[config.mk]
export PLATFORM = sky130hd
export DESIGN_NAME = rx_engine
export DESIGN_NICKNAME = d
export VERILOG_FILES = /design/src/rtl/rx_engine.sv
export SDC_FILE = /design/constraint.sdc
export NUM_CORES = 1
export LEC_CHECK = 0
export CORE_UTILIZATION = 40
export CTS_BUF_LIST = sky130_fd_sc_hd__clkbuf_2
export DETAILED_ROUTE_END_ITERATION = 8
export PLACE_DENSITY = 0.65
export SLEW_MARGIN = 20
export SYNTH_ARGS = -nofsm -noshare
export SYNTH_HDL_FRONTEND = slang
export SYNTH_SLANG_ARGS = --single-unit
[constraint.sdc]
create_clock -name clk_i -period 1.8 [get_ports clk_i]
set_input_delay 0.36 -clock clk_i [delete_from_list [all_inputs] [get_ports clk_i]]
set_output_delay 0.36 -clock clk_i [all_outputs]
set_load 0.02 [all_outputs]
[src/rtl/rx_engine.sv]
`timescale 1ns/1ps
// UART 8N1 receive engine: synchronises the serial line, recovers LSB-first
// bytes by 3-sample mid-bit majority vote, and pushes each good byte as a one-cycle write.
module rx_engine #(
  parameter int OSR = 16
) (
  input  logic       clk_i,
  input  logic       reset_i,
  input  logic       osr_tick_i,
  input  logic       rx_en_i,
  input  logic       rx_data_i,
  output logic       rx_fifo_wen_o,
  output logic [7:0] rx_fifo_wdata_o,
  output logic       rx_frame_err_o,
  output logic       rx_break_o,
  output logic       rx_busy_o
);

  localparam int TW = $clog2(OSR);
  localparam logic [TW-1:0] T_S0   = TW'(OSR/2 - 1);
  localparam logic [TW-1:0] T_S1   = TW'(OSR/2);
  localparam logic [TW-1:0] T_VOTE = TW'(OSR/2 + 1);
  localparam logic [TW-1:0] T_LAST = TW'(OSR - 1);

  typedef enum logic [2:0] {
    S_IDLE, S_START, S_DATA, S_STOP, S_WAIT_IDLE
  } state_t;

  state_t          r_state, w_state_nxt;
  logic            r_sync1, r_sync2;
  logic [TW-1:0]   r_tick_cnt, w_tick_nxt, w_tick_inc;
  logic [2:0]      r_bit_idx, w_bit_nxt;
  logic [7:0]      r_shift, w_shift_nxt;
  logic            r_s0, r_s1;
  logic            r_wen, w_wen_nxt;
  logic [7:0]      r_wdata, w_wdata_nxt;
  logic            r_ferr, w_ferr_nxt;
  logic            r_brk, w_brk_nxt;
  logic            w_rx_sync, w_vote, w_vote_pt, w_last;

  assign w_rx_sync  = r_sync2;
  assign w_vote     = (r_s0 & r_s1) | (r_s0 & w_rx_sync) | (r_s1 & w_rx_sync);
  assign w_vote_pt  = (r_tick_cnt == T_VOTE);
  assign w_last     = (r_tick_cnt == T_LAST);
  assign w_tick_inc = w_last ? '0 : r_tick_cnt + 1'b1;

  // NOTE: sequential state uses non-blocking assignments so every flop samples pre-edge values.
  // The synchroniser resets to 1 so a reset never looks like a start edge.
  always_ff @(posedge clk_i) begin
    if (reset_i) begin
      r_state    <= S_IDLE;
      r_sync1    <= 1'b1;
      r_sync2    <= 1'b1;
      r_tick_cnt <= '0;
      r_bit_idx  <= '0;
      r_shift    <= '0;
      r_s0       <= 1'b0;
      r_s1       <= 1'b0;
      r_wen      <= 1'b0;
      r_wdata    <= '0;
      r_ferr     <= 1'b0;
      r_brk      <= 1'b0;
    end else begin
      r_sync1    <= rx_data_i;
      r_sync2    <= r_sync1;
      r_state    <= w_state_nxt;
      r_tick_cnt <= w_tick_nxt;
      r_bit_idx  <= w_bit_nxt;
      r_shift    <= w_shift_nxt;
      r_wen      <= w_wen_nxt;
      r_wdata    <= w_wdata_nxt;
      r_ferr     <= w_ferr_nxt;
      r_brk      <= w_brk_nxt;
      if (osr_tick_i && r_tick_cnt == T_S0) r_s0 <= w_rx_sync;
      if (osr_tick_i && r_tick_cnt == T_S1) r_s1 <= w_rx_sync;
    end
  end

  // NOTE: every always_comb output gets a default first so no latch is inferred.
  always_comb begin
    w_state_nxt = r_state;
    w_tick_nxt  = r_tick_cnt;
    w_bit_nxt   = r_bit_idx;
    w_shift_nxt = r_shift;
    w_wdata_nxt = r_wdata;
    w_wen_nxt   = 1'b0;
    w_ferr_nxt  = 1'b0;
    w_brk_nxt   = 1'b0;

    if (!rx_en_i) begin
      // Disable beats a coincident tick; partial frame is dropped, last byte kept.
      w_state_nxt = S_IDLE;
      w_tick_nxt  = '0;
      w_bit_nxt   = '0;
      w_shift_nxt = '0;
    end else if (osr_tick_i) begin
      unique case (r_state)
        S_IDLE: begin
          if (!w_rx_sync) begin
            w_state_nxt = S_START;
            w_tick_nxt  = TW'(1);
          end
        end
        S_START: begin
          w_tick_nxt = w_tick_inc;
          if (w_vote_pt && w_vote) begin
            w_state_nxt = S_IDLE;
            w_tick_nxt  = '0;
          end else if (w_last) begin
            w_state_nxt = S_DATA;
            w_bit_nxt   = '0;
          end
        end
        S_DATA: begin
          w_tick_nxt = w_tick_inc;
          if (w_vote_pt) w_shift_nxt = {w_vote, r_shift[7:1]};
          if (w_last) begin
            if (r_bit_idx == 3'd7) w_state_nxt = S_STOP;
            else                   w_bit_nxt   = r_bit_idx + 3'd1;
          end
        end
        S_STOP: begin
          w_tick_nxt = w_tick_inc;
          if (w_vote_pt) begin
            w_tick_nxt = '0;
            if (w_vote) begin
              w_wdata_nxt = r_shift;
              w_wen_nxt   = 1'b1;
              w_state_nxt = S_IDLE;
            end else begin
              w_ferr_nxt  = 1'b1;
              w_brk_nxt   = (r_shift == 8'h00);
              w_state_nxt = S_WAIT_IDLE;
            end
          end
        end
        S_WAIT_IDLE: begin
          if (w_rx_sync) w_state_nxt = S_IDLE;
        end
        default: w_state_nxt = S_IDLE;
      endcase
    end
  end

  assign rx_fifo_wen_o   = r_wen;
  assign rx_fifo_wdata_o = r_wdata;
  assign rx_frame_err_o  = r_ferr;
  assign rx_break_o      = r_brk;
  assign rx_busy_o       = (r_state != S_IDLE);

endmodule

==> results of run 1 <==
-- flip-flops by register name (all words and copies together) (netlist names), 3 cells and up --
register / flops
r_tick_cnt: 4
r_bit_idx: 3
rx_fifo_wdata_o: 8
r_state: 3
r_shift: 8
-- final timing paths --
| check | to | slack (ps) | cells past startpoint |
|---|---|---|---|
| setup / recovery | rx_busy_o | 70 | 2 |
| hold / removal | r_sync2 | 430 | 1 |
| setup reg to reg | r_state[1] | 140 | 6 |
| hold reg to reg | r_sync2 | 430 | 1 |
-- metal layers --
metal / share of wire [%] / up-vias
li1: - / 679
met1: 51 / 612
met2: 44 / 29
met3: 3.7 / 7
met4: 1.3 / 0
met5: 0 / -
-- timing repair --
action / CTS / global route
endpoints found under the hold margin: 0 / 0
resized for setup: 1 / 2
gates cloned: 0 / 0
endpoints found under the setup margin: 1 / 2
-- power by group --
| part | switching (mW) | internal [mW] |
|---|---|---|
| registers | 0.00317 | 0.735 |
| clock network | 0.267 | 0.0904 |
| logic | 0.0394 | 0.0343 |
-- cell usage in the layout (no fill, tap or decap), types with 3 or more instances in the layout --
master,instances
a21oi_1,14
o21ai_1,3
clkbuf_2,5
inv_1,3
nand4b_1,6
clkdlybuf4s50_1,15
dfxtp_1,32
nand2b_1,5
nor2_1,14
nor2b_1,4
o21ai_0,10
nand3_1,11
buf_4,11
ha_1,5
mux2i_1,12
nand2_1,7
-- logic make-up (layout without fill, tap and decap cells) --
| family | count (synthesis) | count (layout) | synth area share, % |
|---|---|---|---|
| adder cells (fa/ha/maj) | 6 | 6 | 4.53 |
| flip-flops | 33 | 33 | 40.6 |
| AND/OR/NAND/NOR | 69 | 69 | 26.7 |
| AO/OA/AOI/OAI | 38 | 38 | 15.6 |
| multiplexers | 12 | 12 | 7.37 |
| XOR/XNOR | 1 | 1 | 0.538 |
| buffers and inverters | 14 | 39 | 4.76 |
-- layout make-up --
cell class	instances	area (sq um)	share of cell area [%]
timing repair buffer	28	263	13.6
sequential	33	662	34.3
multi-input combinational	126	891	46.2
clock inverter	3	17.5	0.908
inverter	3	11.3	0.584
tap	48	60.1	3.11
clock buffer	5	25.0	1.30
-- per-stage QoR --
stage	power [mW]	cells	setup slack, ps	setup TNS, ps
final	1.17	246	67.6	0
after global routing	1.22	246	16.2	0
after CTS	1.17	246	13.7	0
after detailed placement	0.827	238	-64.2	-641
after global placement	0.825	238	-55.9	-471
after floorplan	0.794	173	197	0
==> results.md, run 1 <==
- Met2 GRT Util: 26.9%
- Nets: 207
- Share of layout cells above drive strength 1: 17.2%
- Crit-path max FO: 2
- Seq cells post-synth: 33
- Pleak: 0.679 nW
- Critical Path, Cell by Cell: or3_1, clkdlybuf4s15_1
- Area growth from synthesis to layout: 18.4%
- FF-to-FF Start: r_bit_idx[0]
- Skew-Pair Late Insertion Delay: 400 ps
- Slew HR: 73.6%
- RSZ-0062 raised after global routing: false
- Clock transition at path regs: 170 ps
- Top cells by area, synth: dfxtp_1, mux2i_1, a21oi_1
- CTS Hold Buffers Added: 0
- Iter 0 DRT Violations: 62
- Routed Antenna Nets: 0
- Die height: 65.8 um
- FILL cells: 362
- Vias in the first global route: 1261
- Max Clock Freq: 577 MHz
- Hold Crit Start: r_sync1
- CP arrival: 1370 ps
- Final Core Density: 51.2%
- Row cnt: 22
- Synthesized Nets: 183
- Synth cell count leaders: dfxtp_1, a21oi_1, nor2_1
- GR Layer Usage met1: 22.7%
- Measured slew at the worst slew-check pin: 396 ps
- Skew final: 19.2 ps
- Critical Path Slowest Stage Cell: or3_1
- Die X-Extent: 65.8 um
- Grt peak-use layer: met2
- Yosys top cell area share: 40.6%
- Post-Route WL: 3420 um
- Family with the most delay on the worst path: simple AND/OR/NAND/NOR gates
- GRT overflow: 0
- Worst Setup Start Kind: flop
- Yosys warns: 0
- Fin crit share: 96.2%
- Cell taking the most area after synthesis: dfxtp_1
- Async set or reset register ratio after synthesis: 0%
- Status: finished, final reports clean
- Sink Count: 33
- H-tree depth: 2
- Final HPWL DP: 2510 um
- Non-Filler Cell Area, Final: 0.00193 sq mm
- Remaining DRCs: 0
- Final Slew Violations: 0
- First-pass GRT wire length: 5750 um
- Drt wl/cell: 13.9 um
- Die area: 0.00433 sq mm
- IO Pins: 17
- Worst Path Required: 1440 ps
- Grt met3 use: 5.17%
- GRT Total Usage: 17.6%
- Via count: 1327
- Pin count of the biggest net entering global routing: 14
- EDFF count, synth: 0
- IO buf count: 16
- Setup Viol. Count Final: 0
- CTS Buffer Depth: 2
- Final hold violations: 0
- WP buf/inv: 1
- TritonCTS buffer count: 5
- CP startpoint: r_state[2]
- Placed Area: 0.00189 sq mm
- Post-DR vias/cell: 5.39
- Worst min path class: reg2reg
- Avg Cell Area, Syn: 9.42 sq um
- # diodes: 0
- Setup bufs post-CTS: 0
- Area of the core: 0.00377 sq mm
- Initial antenna violation count: 0
- Synth Flop Type: dfxtp_1
- Hold slack final: 433 ps
- Routability cong.: 0.832
- Post-Syn Area: 0.00163 sq mm
- Min Tclk post-route: 1730 ps
- Worst path max stage delay: 360 ps
- Max Cap Viol: 0
- Critical Path End Type: output pin
- VDD IR max: 0.369 mV
- PD cells: 606 mW/mm^2
- Most common cell in the netlist: dfxtp_1
- Root Buffer: clkbuf_2
- Initial Utilization: 43.2%
- Critical Setup Path Class: reg2out
- Post-Syn Instances: 173
- Distinct cells, synth: 43
- Drt first pass iters: 4
- Seq/Total Area, Yosys: 40.6%
- CTS tree: built
Note: power is estimated with default switching activity, not from simulation.
==> run 2, diff against run 1 <==
--- a/config.mk
+++ b/config.mk
@@ -7,6 +7,7 @@
 export LEC_CHECK = 0
 export CORE_UTILIZATION = 40
 export CTS_BUF_LIST = sky130_fd_sc_hd__clkbuf_2
+export CTS_CLUSTER_SIZE = 20
 export DETAILED_ROUTE_END_ITERATION = 8
 export PLACE_DENSITY = 0.65
 export SLEW_MARGIN = 20
==> results of run 2 <==
Same layout as run 1: the final DEF is identical, and so are final timing and power.
==> run 3, diff against run 2 <==
--- a/config.mk
+++ b/config.mk
@@ -5,6 +5,7 @@
 export SDC_FILE = /design/constraint.sdc
 export NUM_CORES = 1
 export LEC_CHECK = 0
+export CORE_MARGIN = 2
 export CORE_UTILIZATION = 40
 export CTS_BUF_LIST = sky130_fd_sc_hd__clkbuf_2
 export CTS_CLUSTER_SIZE = 20
==> results.md, run 3 (synthesis gave the netlist of run 1 again) <==
- Max Clock Freq: 586 MHz (was 577 MHz)
- Commonest non-fill, non-tap cell in the layout: dfxtp_1 (unchanged)
- RSZ-0062 raised after global routing: false (unchanged)
- Critical Path End Type: output pin (unchanged)
- IO buf count: 16 (unchanged)
- Worst Path Required: 1440 ps (about the same)
- Die X-Extent: 67.8 um (was 65.8 um)
- Area growth from synthesis to layout: 19.1% (was 18.4%)
- Post-Place Cells: 242 (was 238)
- Switching part of the total power: 26.0% (was 26.5%)
- Post-Route Setup TNS: 0 ps (unchanged)
- Fin crit share: 94.8% (was 96.2%)
- Row cnt: 23 (was 22)
- Clock Power Share: 30.6% (about the same)
- Setup Viol. Count Final: 0 (unchanged)
- IO Pins: 17 (unchanged)
- Pleak: 0.689 nW (was 0.679 nW)
- VDD IR max: 0.287 mV (was 0.369 mV)
- GRT Total Usage: 17.9% (was 17.6%)
- Initial Utilization: 41.0% (was 43.2%)
- Iter 0 DRT Violations: 47 (was 62)
- Area of the core: 0.00397 sq mm (was 0.00377 sq mm)
- Final Slew Violations: 0 (unchanged)
- PD cells: 604 mW/mm^2 (was 606 mW/mm^2)
- CTS tree: built (unchanged)
- Die height: 67.8 um (was 65.8 um)
- R2R setup slack: 130 ps (was 140 ps)
- Via count: 1335 (was 1327)
- Crit-path max FO: 2 (unchanged)
- Post-DR vias/cell: 5.34 (was 5.39)
- Family with the most delay on the worst path: buffers and inverters (was simple AND/OR/NAND/NOR gates)
- Commonest cells after routing, fill and taps aside: dfxtp_1, clkdlybuf4s50_1, nor2_1, a21oi_1, buf_4 (was dfxtp_1, clkdlybuf4s50_1, nor2_1, a21oi_1, mux2i_1)
- GRT overflow: 0 (unchanged)
- Skew final: 20.7 ps (was 19.2 ps)
- Worst Setup Start Kind: flop (unchanged)
- Final hold violations: 0 (unchanged)
- Slew HR: 74.8% (was 73.6%)
- Share of layout cells above drive strength 1: 18.5% (was 17.2%)
- CTS Buffer Depth: 2 (unchanged)
- TritonCTS buffer count: 5 (unchanged)
- Post-Route WL: 3640 um (was 3420 um)
- Combinational power share: 6.5% (was 6.3%)
- Drt wl/cell: 14.6 um (was 13.9 um)
- Worst min path class: reg2reg (unchanged)
- Critical Path, Cell by Cell: clkdlybuf4s50_1 (was or3_1, clkdlybuf4s15_1)
- WP buf/inv: 1 (unchanged)
- Initial antenna violation count: 0 (unchanged)
- Routed Antenna Nets: 0 (unchanged)
- Pin count of the biggest net entering global routing: 14 (unchanged)
- Die area: 0.00460 sq mm (was 0.00433 sq mm)
- Final HPWL DP: 2750 um (was 2510 um)
- CTS Hold Buffers Added: 0 (unchanged)
- Skew-Pair Late Insertion Delay: 380 ps (was 400 ps)
- Critical Path Slowest Stage Cell: clkdlybuf4s50_1 (was or3_1)
- Sink Count: 33 (unchanged)
- Clock transition at path regs: 180 ps (was 170 ps)
- Cell Int Power: 0.868 mW (was 0.860 mW)
- Max Cap Viol: 0 (unchanged)
- Vias in the first global route: 1288 (was 1261)
- First-pass GRT wire length: 6060 um (was 5750 um)
- CP arrival: 1350 ps (was 1370 ps)
- Status: finished, final reports clean (unchanged)
- # diodes: 0 (unchanged)
- Routability cong.: 0.864 (was 0.832)
- Final non-filler cell total: 250 (was 246)
- Worst path max stage delay: 610 ps (was 360 ps)
- Nets: 209 (was 207)
- Measured slew at the worst slew-check pin: 377 ps (was 396 ps)
- Critical Setup Path Class: reg2out (unchanged)
- Switch Pwr: 0.305 mW (was 0.309 mW)
- Root Buffer: clkbuf_2 (unchanged)
- H-tree depth: 2 (unchanged)
- Min Tclk post-route: 1710 ps (was 1730 ps)
- Drt first pass iters: 4 (unchanged)
- Sequential Power Share: 62.8% (was 63.1%)
- Remaining DRCs: 0 (unchanged)
[run 3: power by group through the flow]
| stage | clock (mW) | combinational (mW) | sequential [mW] |
|---|---|---|---|
| after floorplan | 0 | 0.0410 | 0.753 |
| after global placement | 0 | 0.0753 | 0.752 |
| after detailed placement | 0 | 0.0771 | 0.752 |
| after CTS | 0.370 | 0.0765 | 0.737 |
| after global routing | 0.395 | 0.0838 | 0.738 |
| final | 0.359 | 0.0766 | 0.737 |
[run 3: worst paths after layout]
kind	from	end	cells after the start
hold / removal	r_sync1	r_sync2	1
setup / recovery	rx_fifo_wdata_o[7]	rx_fifo_wdata_o[7]	1
hold reg to reg	r_sync1	r_sync2	1
setup reg to reg	r_bit_idx[0]	r_state[1]	6
[run 3: stage by stage]
stage	hold slack [ps]	setup slack [ps]	util, %	total power [mW]	area, sq um
global route	472	1.75	48.9	1.22	1940
floorplan	389	197	-	0.794	1630
detailed placement	411	-41.2	47.9	0.829	1900
finish	448	94.2	48.9	1.17	1940
CTS	452	3.28	48.9	1.18	1940
global placement	398	-19.8	47.9	0.827	1900
[run 3: layout make-up]
| cell class | instances | area, sq um |
|---|---|---|
| well taps | 50 | 62.6 |
| flip-flops and latches | 33 | 661 |
| inverters | 3 | 11.3 |
| fillers | 366 | 2030 |
| repair buffers | 30 | 273 |
| multi-input cells | 126 | 893 |
| clock inverters | 2 | 10.0 |
| clock buffers | 6 | 30.0 |
[run 3: what timing repair did]
action / in CTS / in global routing
hold endpoints to repair: 0 / 0
cloned: 0 / 0
buffers inserted: 0 / 0
endpoints found under the setup margin: 1 / 4
gates resized for setup: 1 / 3
pin swaps: 0 / 1
[run 3: per-layer routing]
metal	track usage, %	part of all wire, %	vias to the layer above
li1	-	-	674
met1	21.8	45	632
met2	30.4	50	21
met3	3.95	2.9	8
met4	8.00	1.7	0
met5	0	0	-
==> variant 1, RTL diff (flow settings as in run 2) <==
Encoding of `state_t`: now one-hot (5 bits for 5 states).
--- a/src/rtl/rx_engine.sv
+++ b/src/rtl/rx_engine.sv
@@ -22,8 +22,8 @@
   localparam logic [TW-1:0] T_VOTE = TW'(OSR/2 + 1);
   localparam logic [TW-1:0] T_LAST = TW'(OSR - 1);
 
-  typedef enum logic [2:0] {
-    S_IDLE, S_START, S_DATA, S_STOP, S_WAIT_IDLE
+  typedef enum logic [4:0] {
+    S_IDLE = 5'b00001, S_START = 5'b00010, S_DATA = 5'b00100, S_STOP = 5'b01000, S_WAIT_IDLE = 5'b10000
   } state_t;
 
   state_t          r_state, w_state_nxt;
Check against the original RTL: no difference found for any inputs over 10 cycles, from zero or initial values and one cycle with reset_i high; not proved beyond that.
==> variant 1 against run 2 <==
- the flow now finishes with violations (negative setup slack)
- count of clock-buffer cells in the layout increased by 1
- final cell count is 21% higher
- sequential cell count rose by 2
- die area increased by 5.7%
- wire length rose by 18%
- global-route usage rose by 1.5 points
- total power up 4.9%
- fmax down 12%
- combinational power increased by 2%
- synthesized area rose by 5.8%
- design area up 22%
- worst setup slack lost 0.24 ns
==> variant 1: results <==
export IMPL_via_count_of_the_first_global_routing_pass=1438
export IMPL_routed_via_count=1608
export IMPL_h_tree_depth=2
export IMPL_gpl_final_weighted_congestion=0.892
export IMPL_global_route_usage_total=0.191
export IMPL_finalSetupTns_ns=-1.67
export IMPL_worst_slack_ns=-0.175
export IMPL_crit_path_top_delay_cell="or3_1"
export IMPL_antenna_diode_count=0
export IMPL_dpl_cell_area_sq_mm=0.00220
export IMPL_insertion_delay_ns=0.39
export IMPL_ys_seq_area_frac=0.406
export IMPL_worst_path_largest_cell_delay_ns=0.43
export IMPL_critical_path_startpoint_type="flop"
export IMPL_skew_ns=0.0331
export IMPL_post_place_ws_ns=-0.274
export IMPL_ys_top_cells_by_area="dfxtp_1 (41%), mux2i_1 (10%), nor2_1 (6.5%)"
export IMPL_detailedPlacementHpwl_mm=2.87
export IMPL_cts_max_path_bufs=2
export IMPL_violations_in_the_final_reports="negative setup slack"
export IMPL_worst_r2r_startpoint="r_state[0]"
export IMPL_grt_start_max_net_pins=18
export IMPL_run_status="complete, but fails checks"
export IMPL_initialDrtViolationCount=86
export IMPL_slew_headroom=0.644
export IMPL_synth_async_sr_flop_share=0
export IMPL_synth_cell_type_count=48
export IMPL_final_setup_viol_count=20
export IMPL_synth_cells=192
export IMPL_nets=257
export IMPL_netlist_top_cells_count="dfxtp_1 (35), nor2_1 (30), mux2i_1 (18)"
export IMPL_cp_top_family="simple AND/OR/NAND/NOR gates"
export IMPL_drt_pass1_iter_count=4
export IMPL_crit_path_max_fanout=4
export IMPL_clk_transition_reported_paths_ns=0.21
export IMPL_first_pass_grt_wire_length_mm=6.47
export IMPL_holdCritStartpoint="r_sync1"
export IMPL_layoutNonFillerInstCount=298
export IMPL_post_route_cells_drive_above_1_share=0.302
export IMPL_antenna_nets_post_route=0
export IMPL_antenna_found_initial=0
export IMPL_clockRootBuffer="clkbuf_2"
export IMPL_syn_num_nets=202
export IMPL_ff2ff_setup_slack_ns=-0.17
export IMPL_leakage_nw=0.958
export IMPL_worst_hold_path_type="flop to flop"
export IMPL_port_buffer_count=16
export IMPL_ys_warnings_count=0
export IMPL_cts_buffers=5
export IMPL_vdd_ir_drop_worst_uv=320
export IMPL_placed_cells_incl_taps=283
export IMPL_finalWirelength_mm=4.05
[variant 1: per-layer routing]
layer / GRT usage / up-vias / share of wire
met2: 0.302 / 26 / 0.47
met5: 0 / - / 0
met1: 0.247 / 773 / 0.48
met4: 0.0745 / 0 / 0.010
li1: - / 804 / -
met3: 0.0456 / 5 / 0.037
[variant 1: timing repair]
action / in CTS / in global routing
pin swaps: 6 / 11
endpoints found under the setup margin: 16 / 31
setup buffers: 2 / 6
gates resized for setup: 16 / 13
[variant 1: path summary, 6_finish.rpt]
check	to	cells past startpoint
setup / recovery	r_tick_cnt[1]	7
hold / removal	r_sync2	1
setup reg to reg	r_tick_cnt[1]	7
hold reg to reg	r_sync2	1
[variant 1: power by group]
group | switching, mW | internal (mW) | total (mW) | leakage, nW
Sequential | 0.00190 | 0.777 | 0.779 | 0.285
Clock | 0.274 | 0.0991 | 0.373 | 0.0290
Combinational | 0.0390 | 0.0360 | 0.0750 | 0.644
Total | 0.315 | 0.912 | 1.23 | 0.958
[variant 1: through the flow]
step / hold slack [ns] / util
2_1_floorplan: 0.389 / -
3_3_place_gp: 0.393 / 0.542
3_5_place_dp: 0.396 / 0.542
4_1_cts: 0.444 / 0.565
5_1_grt: 0.491 / 0.582
6_report: 0.440 / 0.582
[variant 1: cell families (layout without fill, tap and decap cells)]
kind of cell / after synthesis / in the layout / synth area share
multiplexers: 18 / 18 / 0.104
buffers and inverters: 16 / 72 / 0.0392
AO/OA/AOI/OAI: 36 / 36 / 0.149
AND/OR/NAND/NOR: 80 / 80 / 0.253
flip-flops: 35 / 35 / 0.406
adder cells (fa/ha/maj): 6 / 6 / 0.0421
XOR/XNOR: 1 / 1 / 0.00508
[variant 1: final cells by class]
class | count | area, sq um
Tap cell | 50 | 62.6
Clock buffer | 6 | 30.0
Fill cell | 372 | 1700
Sequential cell | 35 | 712
Timing Repair Buffer | 59 | 508
Clock inverter | 2 | 12.5
Inverter | 5 | 18.8
Multi-Input combinational cell | 141 | 1020
==> variant 2, RTL diff (flow settings as in run 2) <==
Without the edit above. Set the parameter `OSR` to 8 (it was 16).
--- a/src/rtl/rx_engine.sv
+++ b/src/rtl/rx_engine.sv
@@ -2,7 +2,7 @@
 // UART 8N1 receive engine: synchronises the serial line, recovers LSB-first
 // bytes by 3-sample mid-bit majority vote, and pushes each good byte as a one-cycle write.
 module rx_engine #(
-  parameter int OSR = 16
+  parameter int OSR = 8
 ) (
   input  logic       clk_i,
   input  logic       reset_i,
Check against the original RTL: not equivalent (Yosys sat finds a counterexample within 10 cycles, from zero or initial values and one cycle with reset_i high).
==> variant 2 against run 2 <==
- fmax fell by 1.5%
- wire length fell by 5.9%
- worst hold slack barely moved
- synthesized cell count fell by 12%
- synthesized area fell by 8.4%
- total power fell by 5.3%
- global-route usage rose by 0.50 points
- combinational power fell by 29%
- design area rose by 0.19%
- first-iteration DRC count rose by 1.6%
- worst setup slack got worse by 0.027 ns
- sequential cell count fell by 1
- sequential share of layout area fell by 0.97 points
- critical path type is now flop to flop
- largest cell class unchanged
- largest power group unchanged
==> variant 2: results <==
export IMPL_run_status="finished, final reports clean"
export IMPL_crit_path_max_fanout=3
export IMPL_netlist_top_cells_count="dfxtp_1 (32), nor2_1 (21), mux2i_1 (17)"
export IMPL_ctsResizeCount=11
export IMPL_synth_cell_type_count=46
export IMPL_crit_path_top_delay_cell="or4b_4"
export IMPL_via_count_of_the_first_global_routing_pass=1274
export IMPL_vdd_ir_drop_worst_uv=323
export IMPL_total_power_mw=1.11
export IMPL_grt_start_max_net_pins=19
export IMPL_design_core_area_sq_mm=0.00344
export IMPL_layout_filler_cells=310
export IMPL_global_route_usage_total=0.181
export IMPL_leakage_nw=0.778
export IMPL_nets=198
export IMPL_ys_top_cells_by_area="dfxtp_1 (43%), mux2i_1 (11%), ha_1 (5.9%)"
export IMPL_drt_vias_per_instance=5.30
export IMPL_post_route_cells_drive_above_1_share=0.273
export IMPL_worstPathArrival_ns=2.07
export IMPL_drt_wirelength_per_cell_microns=13.8
export IMPL_slew_headroom=0.793
export IMPL_skew_ns=0.0292
export IMPL_synth_cells=153
export IMPL_dpl_cell_area_sq_mm=0.00184
export IMPL_detailedPlacementHpwl_mm=2.32
export IMPL_post_place_ws_ns=-0.0583
## variant 2: changes by cell type after synthesis, sizes merged, moves of 5 or more
cell and change:
o21ai -12, a21oi -8, nor2 +7, nand3 -6, nand4b -6, mux2i +5
## variant 2: routing by layer
| layer | up-vias | track usage | part of all wire | wire (microns) |
|---|---|---|---|---|
| met5 | - | 0 | 0 | 0 |
| met3 | 4 | 0.0562 | 0.036 | 116 |
| met1 | 589 | 0.211 | 0.46 | 1490 |
| met2 | 20 | 0.305 | 0.49 | 1580 |
| li1 | 623 | - | - | - |
| met4 | 0 | 0.0698 | 0.0090 | 29 |
## variant 2: kinds of logic after synthesis
logic type      count (synthesis)  share of synthesized area
fa+ha+maj                       8                     0.0662
simple gates                   59                      0.220
flops                          32                      0.429
xor+xnor                        1                    0.00587
buf+inv                        13                     0.0360
mux                            17                      0.114
compound gates                 23                      0.128
## variant 2: area by class of cell
type	count	area [sq um]	area share
clock buffer	6	30.0	0.0155
clock inverter	2	11.3	0.00583
inverter	6	22.5	0.0117
multi-input combinational	108	856	0.443
sequential	32	644	0.333
tap	46	57.6	0.0298
timing repair buffer	33	312	0.161
## variant 2: final timing paths
| kind | start | endpoint | slack (ns) | depth (start not counted) |
|---|---|---|---|---|
| worst min register to register | r_sync1 | r_sync2 | 0.43 | 1 |
| worst min-delay path | r_sync1 | r_sync2 | 0.43 | 1 |
| worst max register to register | r_bit_idx[1] | r_state[1] | 0.04 | 6 |
| worst max-delay path | r_bit_idx[1] | r_state[1] | 0.04 | 6 |
## variant 2: report_power, final
part | total, mW | switching [mW] | leakage (nW) | internal (mW)
logic | 0.0521 | 0.0280 | 0.491 | 0.0240
registers | 0.714 | 0.00248 | 0.260 | 0.712
clock network | 0.341 | 0.244 | 0.0266 | 0.0969
